**src/rtl/write_master_burst_fifo.sv**
```systemverilog
`default_nettype none
// +--------------------------------------------------------------------------+
// | write_master_burst_fifo : FIFO-buffered Avalon-MM write master with      |
// | job control and start-address rebasing.            Revision 1.0          |
// +--------------------------------------------------------------------------+
module write_master_burst_fifo #(
  parameter int DATA_W     = 32,
  parameter int ADDR_W     = 32,
  parameter int FIFO_DEPTH = 16,
  parameter int BE_W       = DATA_W / 8
) (
  input  logic                        iClk,
  input  logic                        iReset,
  input  logic                        iStart,
  input  logic [ADDR_W-1:0]           iStart_write_address,
  output logic                        oDone,
  output logic                        oBusy,
  input  logic                        iWait_request,
  output logic                        oWrite,
  output logic [ADDR_W-1:0]           oWrite_address,
  output logic [DATA_W-1:0]           oWrite_data,
  output logic [BE_W-1:0]             oByte_enable,
  input  logic                        iWM_write_request,
  input  logic [ADDR_W-1:0]           iWM_write_address,
  input  logic [DATA_W-1:0]           iWM_write_data,
  input  logic [BE_W-1:0]             iWM_byte_enable,
  input  logic                        iFinish,
  output logic                        oWait_request,
  output logic [$clog2(FIFO_DEPTH):0] oFifo_level,
  output logic [31:0]                 oWrite_count
);

  localparam int PTR_W = $clog2(FIFO_DEPTH);
  localparam int LVL_W = PTR_W + 1;
  localparam int ENT_W = ADDR_W + BE_W + DATA_W;
  localparam logic [LVL_W-1:0] FULL_LVL = LVL_W'(FIFO_DEPTH);

  typedef enum logic [1:0] {
    S_IDLE  = 2'd0,
    S_RUN   = 2'd1,
    S_DRAIN = 2'd2,
    S_DONE  = 2'd3
  } state_t;

  state_t state_q, state_d;

  logic [ENT_W-1:0]  mem_q [FIFO_DEPTH];
  logic [PTR_W-1:0]  wr_ptr_q, wr_ptr_d;
  logic [PTR_W-1:0]  rd_ptr_q, rd_ptr_d;
  logic [LVL_W-1:0]  level_q, level_d;
  logic [ADDR_W-1:0] base_q, base_d;
  logic [31:0]       count_q, count_d;
  logic              out_valid_q, out_valid_d;
  logic [ADDR_W-1:0] out_addr_q, out_addr_d;
  logic [DATA_W-1:0] out_data_q, out_data_d;
  logic [BE_W-1:0]   out_be_q, out_be_d;

  logic             wait_req;
  logic             start_acc;
  logic             push;
  logic             bus_done;
  logic             load;
  logic [ENT_W-1:0] push_entry;
  logic [ENT_W-1:0] head_entry;

  // The stall is decoded from the registered level, so a pop in the same
  // cycle never opens room for a push at full.
  assign wait_req   = (state_q != S_RUN) || (level_q == FULL_LVL);
  assign start_acc  = iStart && ((state_q == S_IDLE) || (state_q == S_DONE));
  assign push       = iWM_write_request && !wait_req;
  assign bus_done   = out_valid_q && !iWait_request;
  assign load       = (level_q != '0) && (!out_valid_q || bus_done);
  assign push_entry = {base_q + iWM_write_address, iWM_byte_enable, iWM_write_data};
  assign head_entry = mem_q[rd_ptr_q];

  always_comb begin
    state_d = state_q;
    case (state_q)
      S_IDLE:  if (iStart) state_d = S_RUN;
      S_RUN:   if (iFinish) state_d = S_DRAIN;
      S_DRAIN: if ((level_q == '0) && (!out_valid_q || bus_done)) state_d = S_DONE;
      S_DONE:  if (iStart) state_d = S_RUN;
      default: state_d = S_IDLE;
    endcase
  end

  always_comb begin
    wr_ptr_d    = wr_ptr_q;
    rd_ptr_d    = rd_ptr_q;
    level_d     = level_q;
    base_d      = base_q;
    count_d     = count_q;
    out_valid_d = out_valid_q;
    out_addr_d  = out_addr_q;
    out_data_d  = out_data_q;
    out_be_d    = out_be_q;

    if (push) wr_ptr_d = wr_ptr_q + PTR_W'(1);
    if (load) rd_ptr_d = rd_ptr_q + PTR_W'(1);

    case ({push, load})
      2'b10:   level_d = level_q + LVL_W'(1);
      2'b01:   level_d = level_q - LVL_W'(1);
      default: level_d = level_q;
    endcase

    // Bus fields only change on a load, which keeps them stable through a stall.
    if (load) begin
      out_valid_d                          = 1'b1;
      {out_addr_d, out_be_d, out_data_d}   = head_entry;
    end else if (bus_done) begin
      out_valid_d = 1'b0;
    end

    if (start_acc) begin
      base_d  = iStart_write_address;
      count_d = '0;
    end else if (bus_done) begin
      count_d = count_q + 32'd1;
    end
  end

  always_ff @(posedge iClk) begin
    if (iReset) begin
      state_q     <= S_IDLE;
      wr_ptr_q    <= '0;
      rd_ptr_q    <= '0;
      level_q     <= '0;
      base_q      <= '0;
      count_q     <= '0;
      out_valid_q <= 1'b0;
      out_addr_q  <= '0;
      out_data_q  <= '0;
      out_be_q    <= '0;
    end else begin
      state_q     <= state_d;
      wr_ptr_q    <= wr_ptr_d;
      rd_ptr_q    <= rd_ptr_d;
      level_q     <= level_d;
      base_q      <= base_d;
      count_q     <= count_d;
      out_valid_q <= out_valid_d;
      out_addr_q  <= out_addr_d;
      out_data_q  <= out_data_d;
      out_be_q    <= out_be_d;
    end
  end

  // Storage needs no reset: the pointers and level define what is valid.
  always_ff @(posedge iClk) begin
    if (push) mem_q[wr_ptr_q] <= push_entry;
  end

  assign oDone          = (state_q == S_DONE);
  assign oBusy          = (state_q == S_RUN) || (state_q == S_DRAIN);
  assign oWait_request  = wait_req;
  assign oFifo_level    = level_q;
  assign oWrite_count   = count_q;
  assign oWrite         = out_valid_q;
  assign oWrite_address = out_addr_q;
  assign oWrite_data    = out_data_q;
  assign oByte_enable   = out_be_q;

endmodule
`default_nettype wire

```
**config.mk**
```make
export PLATFORM = sky130hd
export DESIGN_NAME = write_master_burst_fifo
export DESIGN_NICKNAME = d
export VERILOG_FILES = /design/src/rtl/write_master_burst_fifo.sv
export SDC_FILE = /design/constraint.sdc
export NUM_CORES = 1
export LEC_CHECK = 0
export BUFFER_PORTS_ARGS = -buffer_cell sky130_fd_sc_hd__buf_2
export CORE_MARGIN = 4
export CORE_UTILIZATION = 45
export DETAILED_ROUTE_END_ITERATION = 10
export SYNTH_ARGS = -nofsm -noshare
export SYNTH_HDL_FRONTEND = slang
export SYNTH_SLANG_ARGS = --single-unit
```
**constraint.sdc**
```tcl
create_clock -name iClk -period 8.61 [get_ports iClk]
set_clock_uncertainty 0.1 [all_clocks]
set_input_delay 1.722 -clock iClk [delete_from_list [all_inputs] [get_ports iClk]]
set_output_delay 1.722 -clock iClk [all_outputs]
set_load 0.02 [all_outputs]
```
==> results.sh, run 1 <==
export IMPL_routed_wl_um=109700
export IMPL_io_pins=215
export IMPL_cts_buffers=134
export IMPL_yosysTopAreaCell="edfxtp_1"
export IMPL_worst_slack_ns=4.008
export IMPL_start_kind="input port"
export IMPL_ys_ff_latch=1236
export IMPL_synth_flop_cell="edfxtp_1"
export IMPL_cts_tree="built"
export IMPL_antenna_found_initial=7
export IMPL_timing_critical_path_buf_inv=3
export IMPL_min_to="oWrite_data[21]"
export IMPL_final_nets=2877
export IMPL_min_path_cells=2
export IMPL_wl_met1_um=47050
export IMPL_path_cells="buf_2 > nand2_1 > o21ai_4 > buf_4 > clkinv_2 > ha_1 > xor2_1 > ha_1 > o21ai_0 > a21oi_1 > a21oi_1 > xor2_1 > or3_1 > a21oi_1"
export IMPL_synth_top_area_share_pct=67.74
export IMPL_dp_hpwl_um=59390
export IMPL_dieWidth_um=335.4
export IMPL_track_usage_pct=19.75
export IMPL_synth_edf_count=1088
export IMPL_worstSetupPathType="in -> reg"
export IMPL_cts_hold_buf=0
export IMPL_synth_commonest_cells="1,088 x edfxtp_1, 326 x mux4_2, 245 x nand2_1, 148 x dfxtp_1, 139 x a21oi_1"
export IMPL_dr_pass1_iters=5
export IMPL_dieArea_mm2=0.1125
export IMPL_critPathMaxStageDelay_ns=0.66
export IMPL_htreeDepth=4
export IMPL_post_cts_resized=0
export IMPL_crit_family="buffers and inverters"
export IMPL_die_y_um=335.4
export IMPL_grt_pass1_vias=25390
export IMPL_yosys_warnings=0
export IMPL_hp_class="reg -> reg"
export IMPL_via_per_inst=5.701
export IMPL_pre_cts_slack_ns=3.277
export IMPL_fillers=8353
export IMPL_drive_gt1_share_pct=28.89
export IMPL_maxCapViolCount=0
export IMPL_dr_first_iter_drc_count=2052
export IMPL_wl_met2_um=53850
export IMPL_syn2layout_area_growth_pct=14.91
export IMPL_worst_r2r_path_depth=13
export IMPL_critPathMostFrequentCell="a21oi_1"
export IMPL_setup_tns_ns=0
export IMPL_dp_cells=3980
export IMPL_maxSlewHeadroom_pct=12.52
export IMPL_synth_nets=2600
export IMPL_initial_core_util_pct=45.56
export IMPL_grt_max_degree=170
export IMPL_cp_slowest_cell="clkinv_2"
export IMPL_setup_viol=0
export IMPL_critPathArrivalTime_ns=5.14
export IMPL_yosysSeqAreaShare_pct=73.88
export IMPL_synthTopCellsByArea="edfxtp_1 68%, mux4_2 15%, dfxtp_1 6.1%"
export IMPL_gp_congestion=0.8315
export IMPL_timing_fmax_ghz=0.2173
export IMPL_status="complete, no violations"
export IMPL_overflow=0
export IMPL_clock_sinks=1236
export IMPL_cts_path_max_buffers=3
export IMPL_yosysMostFrequentCell="edfxtp_1"
export IMPL_r2r_start="oFifo_level[1]"
export IMPL_instances_no_fill=4229
export IMPL_dr_wl_met3_um=6702
export IMPL_synthArstFlopShare_pct=0
export IMPL_io_buffer_count=214
export IMPL_cp_end_kind="flip-flop"
export IMPL_synth_distinct_cells=55
export IMPL_remaining_drc_errors=0
export IMPL_reg2reg_to="oFifo_level[4]"
export IMPL_clkTransAtPathRegs_ns=0.06
export IMPL_slew_viol_final=0
export IMPL_worstPathMaxFanout=29
export IMPL_rows=119
export IMPL_syn_area_mm2=0.04823
export IMPL_min_from="oWrite_data[21]"
export IMPL_avgSynthCellArea_um2=19.69
export IMPL_maxUsedRoutingLayer="met4"
export IMPL_dr_total_vias=24110
export IMPL_dpl_instance_area_mm2=0.05096
export IMPL_post_drt_wl_per_cell_um=25.95
export IMPL_post_route_period_util_pct=53.45
export IMPL_leakagePower_nw=18.05
export IMPL_core_area_mm2=0.1059
export IMPL_syn_inst=2449
export IMPL_vdd_drop_max_mv=0.2663
export IMPL_cts_setup_buffers=0
export IMPL_power_density_mw_per_mm2=304.2
export IMPL_final_area_mm2=0.05542
export IMPL_grt_setup_unrepaired="false"
export IMPL_finalHoldViolCount=0
export IMPL_clkLatencyLatePin_ns=0.74
export IMPL_fin_crit_ns=4.602
export IMPL_root_buffer="clkbuf_16"
export IMPL_grt_pass1_wl_um=164100
export IMPL_ff2ff_setup_slack_ns=4.15
export IMPL_postRouteAntennaNets=0
export IMPL_worstPathRequired_ns=9.15
export IMPL_tightestPinTransition_ns=1.308
[metrics by stage]
step                      utilization, %  power (mW)  hold WS [ns]
after floorplan                        -       10.18        0.3400
after global placement             48.14       11.24        0.3411
after detailed placement           48.14       11.32        0.3451
after CTS                          52.34       17.06        0.3557
after global routing               52.35       17.61        0.3662
final                              52.35       16.86        0.3505
[placed cells by master, fill, tap and decap left out, drive strengths merged, types with 4 or more instances in the layout]
cell	count
buf	271
clkbuf	176
and3	9
nand2b	7
nand4	13
a21oi	140
dfxtp	148
xnor2	23
a21o	15
o211ai	4
xor2	45
clkinv	48
nand2	245
nor2b	6
and4	4
nor2	75
o21ai	22
edfxtp	1088
mux4	340
nand3	18
bufinv	13
ha	44
a41oi	4
a31oi	4
o21a	4
inv	19
or3	7
nor3	10
[kinds of logic (layout without fill, tap and decap cells)]
group	after synthesis	count (layout)	share of synthesized area (%)
multiplexers	343	343	16.05
XOR/XNOR	68	68	1.235
AND/OR/NAND/NOR	400	400	3.494
AO/OA/AOI/OAI	213	213	2.568
other	0	3	0
buffers and inverters	144	530	1.590
adder cells (fa/ha/maj)	45	45	1.183
flip-flops	1236	1236	73.88
[per-layer routing]
layer / global-route usage (%) / up-vias
li1: - / 10460
met1: 27.88 / 12710
met2: 32.16 / 790
met3: 3.538 / 160
met4: 5.177 / 0
met5: 0 / -
[final cells by class]
cell class	count	area, um2	area share (%)
timing repair buffer	271	1580	2.851
clock inverter	69	810.8	1.463
antenna	3	7.507	0.01355
multi-input combinational	1069	11950	21.56
clock buffer	176	3633	6.556
inverter	14	53.80	0.09707
tap	1391	1740	3.140
sequential	1236	35650	64.32
[power by group]
group          switching [mW]  internal (mW)  leakage (nW)
clock network            2.32           3.39          2.16
logic                    2.17           1.60          4.89
registers               0.245           7.13          11.0
[how the worst max path moves through the flow]
stage	startpoint	to	slack (ns)	depth (start not counted)
global route	iWait_request	oFifo_level[4]	3.79	14
global placement	iWait_request	oFifo_level[4]	3.26	14
finish	iWait_request	oFifo_level[4]	4.01	14
detailed placement	iWait_request	oFifo_level[4]	3.28	14
floorplan	iWM_write_request	mem_q[3][0]	1.18	4
CTS	iWait_request	oFifo_level[4]	4.05	14
[tightest hold or removal path: cells and delay by family, from the launching register on]
family / cells / cell delay, ns
flops: 1 / 0.30
simple gates: 1 / 0.05
compound gates: 1 / 0.05
[registers in the layout, summed over array words and instances, names as in the netlist]
name,flops
oByte_enable,4
oWrite_data,32
oWrite_address,32
oFifo_level,5
mem_q,1088
wr_ptr_q,4
state_q,2
oWrite,1
oWrite_count,32
rd_ptr_q,4
base_q,32
(Power assumes the default switching activity.)
==> run 2, diff against run 1 <==
- ABC_AREA: default -> 1
- clock period: 8.61 -> 4.4 ns (I/O delays scaled with it)
==> run 2 against run 1 <==
  * Via count rose by 46%
  * Setup slack got worse by 2.4 ns
  * Die area rose by 8.3%
  * Worst hold slack worse by 0.045 ns
  * Core utilization shrank 0.81 points
  * Register-to-register slack got worse by 2.6 ns
  * Sequential power up 99%
  * Critical endpoint is now mem_q[3][10]
  * Clock power up 91%
  * Routed wire length increased by 20%
  * Synthesized cell count is 100% higher
  * Flip-flop and latch count stayed put
  * Largest cell class unchanged
==> results.sh, run 2 <==
export IMPL_tightestPinTransition_ns=1.212
export IMPL_overflow=0
export IMPL_cts_hold_buf=0
export IMPL_io_pins=215
export IMPL_setup_viol=0
export IMPL_clock_sinks=1236
export IMPL_io_buffer_count=214
export IMPL_yosysMostFrequentCell="edfxtp_1"
export IMPL_dieWidth_um=349.0
export IMPL_pre_cts_slack_ns=0.9662
export IMPL_clkTransAtPathRegs_ns=0.06
export IMPL_post_cts_resized=0
export IMPL_hp_class="in -> reg"
export IMPL_syn2layout_area_growth_pct=13.09
export IMPL_status="complete, no violations"
export IMPL_synth_top_area_share_pct=62.44
export IMPL_r2r_start="oFifo_level[1]"
export IMPL_synthTopCellsByArea="edfxtp_1 62%, nor2_1 7.1%, nand2_1 5.8%"
export IMPL_power_density_mw_per_mm2=612.2
export IMPL_dr_first_iter_drc_count=3073
export IMPL_grt_pass1_vias=33410
export IMPL_slew_viol_final=0
export IMPL_yosys_warnings=0
export IMPL_cts_tree="built"
export IMPL_cts_buffers=132
export IMPL_dr_total_vias=35170
export IMPL_via_per_inst=5.246
export IMPL_remaining_drc_errors=0
export IMPL_core_area_mm2=0.1148
export IMPL_cts_setup_buffers=0
export IMPL_synth_nets=5065
export IMPL_top_register="mem_q"
export IMPL_finalHoldViolCount=0
export IMPL_fin_crit_ns=2.841
export IMPL_hold_ws_ns=0.3058
export IMPL_worstSetupPathType="reg -> reg"
export IMPL_grt_pass1_wl_um=200700
export IMPL_ys_ff_latch=1236
export IMPL_final_common_cell="edfxtp_1"
export IMPL_worstPathMaxFanout=18
export IMPL_largest_reg_flops=1088
export IMPL_initial_core_util_pct=45.57
export IMPL_dieArea_mm2=0.1218
export IMPL_yosysTopAreaCell="edfxtp_1"
export IMPL_synth_distinct_cells=38
export IMPL_syn_area_mm2=0.05232
export IMPL_synth_edf_count=1088
export IMPL_antenna_found_initial=1
export IMPL_startpoint="oFifo_level[1]"
export IMPL_post_route_period_util_pct=64.58
export IMPL_rows=124
export IMPL_synthArstFlopShare_pct=0
export IMPL_grt_setup_unrepaired="false"
export IMPL_maxCapViolCount=0
export IMPL_final_nets=5233
export IMPL_dr_pass1_iters=5
export IMPL_worst_slack_ns=1.559
export IMPL_grt_max_degree=200
export IMPL_routed_wl_um=131400
export IMPL_die_y_um=349.0
export IMPL_drive_gt1_share_pct=10.23
export IMPL_cts_path_max_buffers=3
export IMPL_synth_flop_cell="edfxtp_1"
export IMPL_min_from="iStart_write_address[5]"
export IMPL_yosysSeqAreaShare_pct=68.10
export IMPL_post_drt_wl_per_cell_um=19.61
export IMPL_worstPathRequired_ns=4.67
export IMPL_gp_congestion=0.8316
export IMPL_critPathArrivalTime_ns=3.12
export IMPL_track_usage_pct=21.41
export IMPL_synth_commonest_cells="1,088 x edfxtp_1, 986 x nor2_1, 802 x nand2_1, 536 x nand3_1, 374 x inv_1"
export IMPL_leakagePower_nw=22.49
export IMPL_mostFrequentLayoutCells="1,088 x edfxtp_1, 970 x nor2_1, 802 x nand2_1"
export IMPL_postRouteAntennaNets=0
export IMPL_dp_hpwl_um=68640
export IMPL_setup_tns_ns=0
export IMPL_htreeDepth=4
export IMPL_timing_fmax_ghz=0.3519
export IMPL_cp_end_kind="flip-flop"
export IMPL_start_kind="flip-flop"
export IMPL_maxSlewHeadroom_pct=19.21
export IMPL_clkLatencyLatePin_ns=0.73
export IMPL_avgSynthCellArea_um2=10.65
export IMPL_vdd_drop_max_mv=0.7718
export IMPL_syn_inst=4914
export IMPL_root_buffer="clkbuf_16"
run 2: cell count changes after synthesis, moves of 144 or more:
cell     previous run  this run
nand3_1            18       536
nor2_1             75       986
o21ai_0            19       163
mux4_2            326         0
inv_1              13       374
o21ai_1             2       240
nand2_1           245       802
run 2: area by class of cell:
type	count	area (um2)
tap	1512	1892
antenna	1	2.502
clock buffer	173	3672
clock inverter	69	618.1
timing repair buffer	297	1997
fill	10070	55640
inverter	379	1455
multi-input combinational	3036	13890
sequential	1236	35650
run 2: path summary, 6_finish.rpt:
path	endpoint	slack, ns	cells past startpoint
max reg2reg	mem_q[3][10]	1.56	8
min	base_q[5]	0.31	3
min reg2reg	base_q[22]	0.39	2
max	mem_q[3][10]	1.56	8
run 2: stage by stage:
stage               total power, mW  instance area [um2]  utilization [%]  std cells
global route                  38.40                59170            51.54       6702
floorplan                     22.71                52320                -       4914
finish                        36.23                59170            51.54       6703
CTS                           36.51                59170            51.54       6702
detailed placement            25.62                54880            47.80       6460
global placement              25.49                54880            47.80       6460
run 2: logic make-up after synthesis:
logic type	synth area share [%]
AND/OR/NAND/NOR	18.44
buffers and inverters	5.586
adder cells (fa/ha/maj)	1.090
XOR/XNOR	0.4017
flip-flops	68.10
AO/OA/AOI/OAI	6.375
run 2: routing by layer:
layer	wire length, um	track usage (%)	up-vias
li1	-	-	17090
met1	59360	30.28	16860
met2	60800	34.47	1041
met3	8128	3.181	177
met4	3136	6.495	0
met5	0	0	-
run 2: where the power goes:
group	internal, mW	switching, mW
Sequential	14.4	0.335
Combinational	3.05	7.56
Clock	6.37	4.50
run 2: worst max-delay path, cell delays in order (launching register included):
cell     delay [ns]
dfxtp_1        0.43
inv_1          0.11
nand4_1        0.12
nand3_1        0.08
buf_4          0.19
inv_1          0.16
nand3_1        0.23
nor2_4         0.60
buf_4          0.46
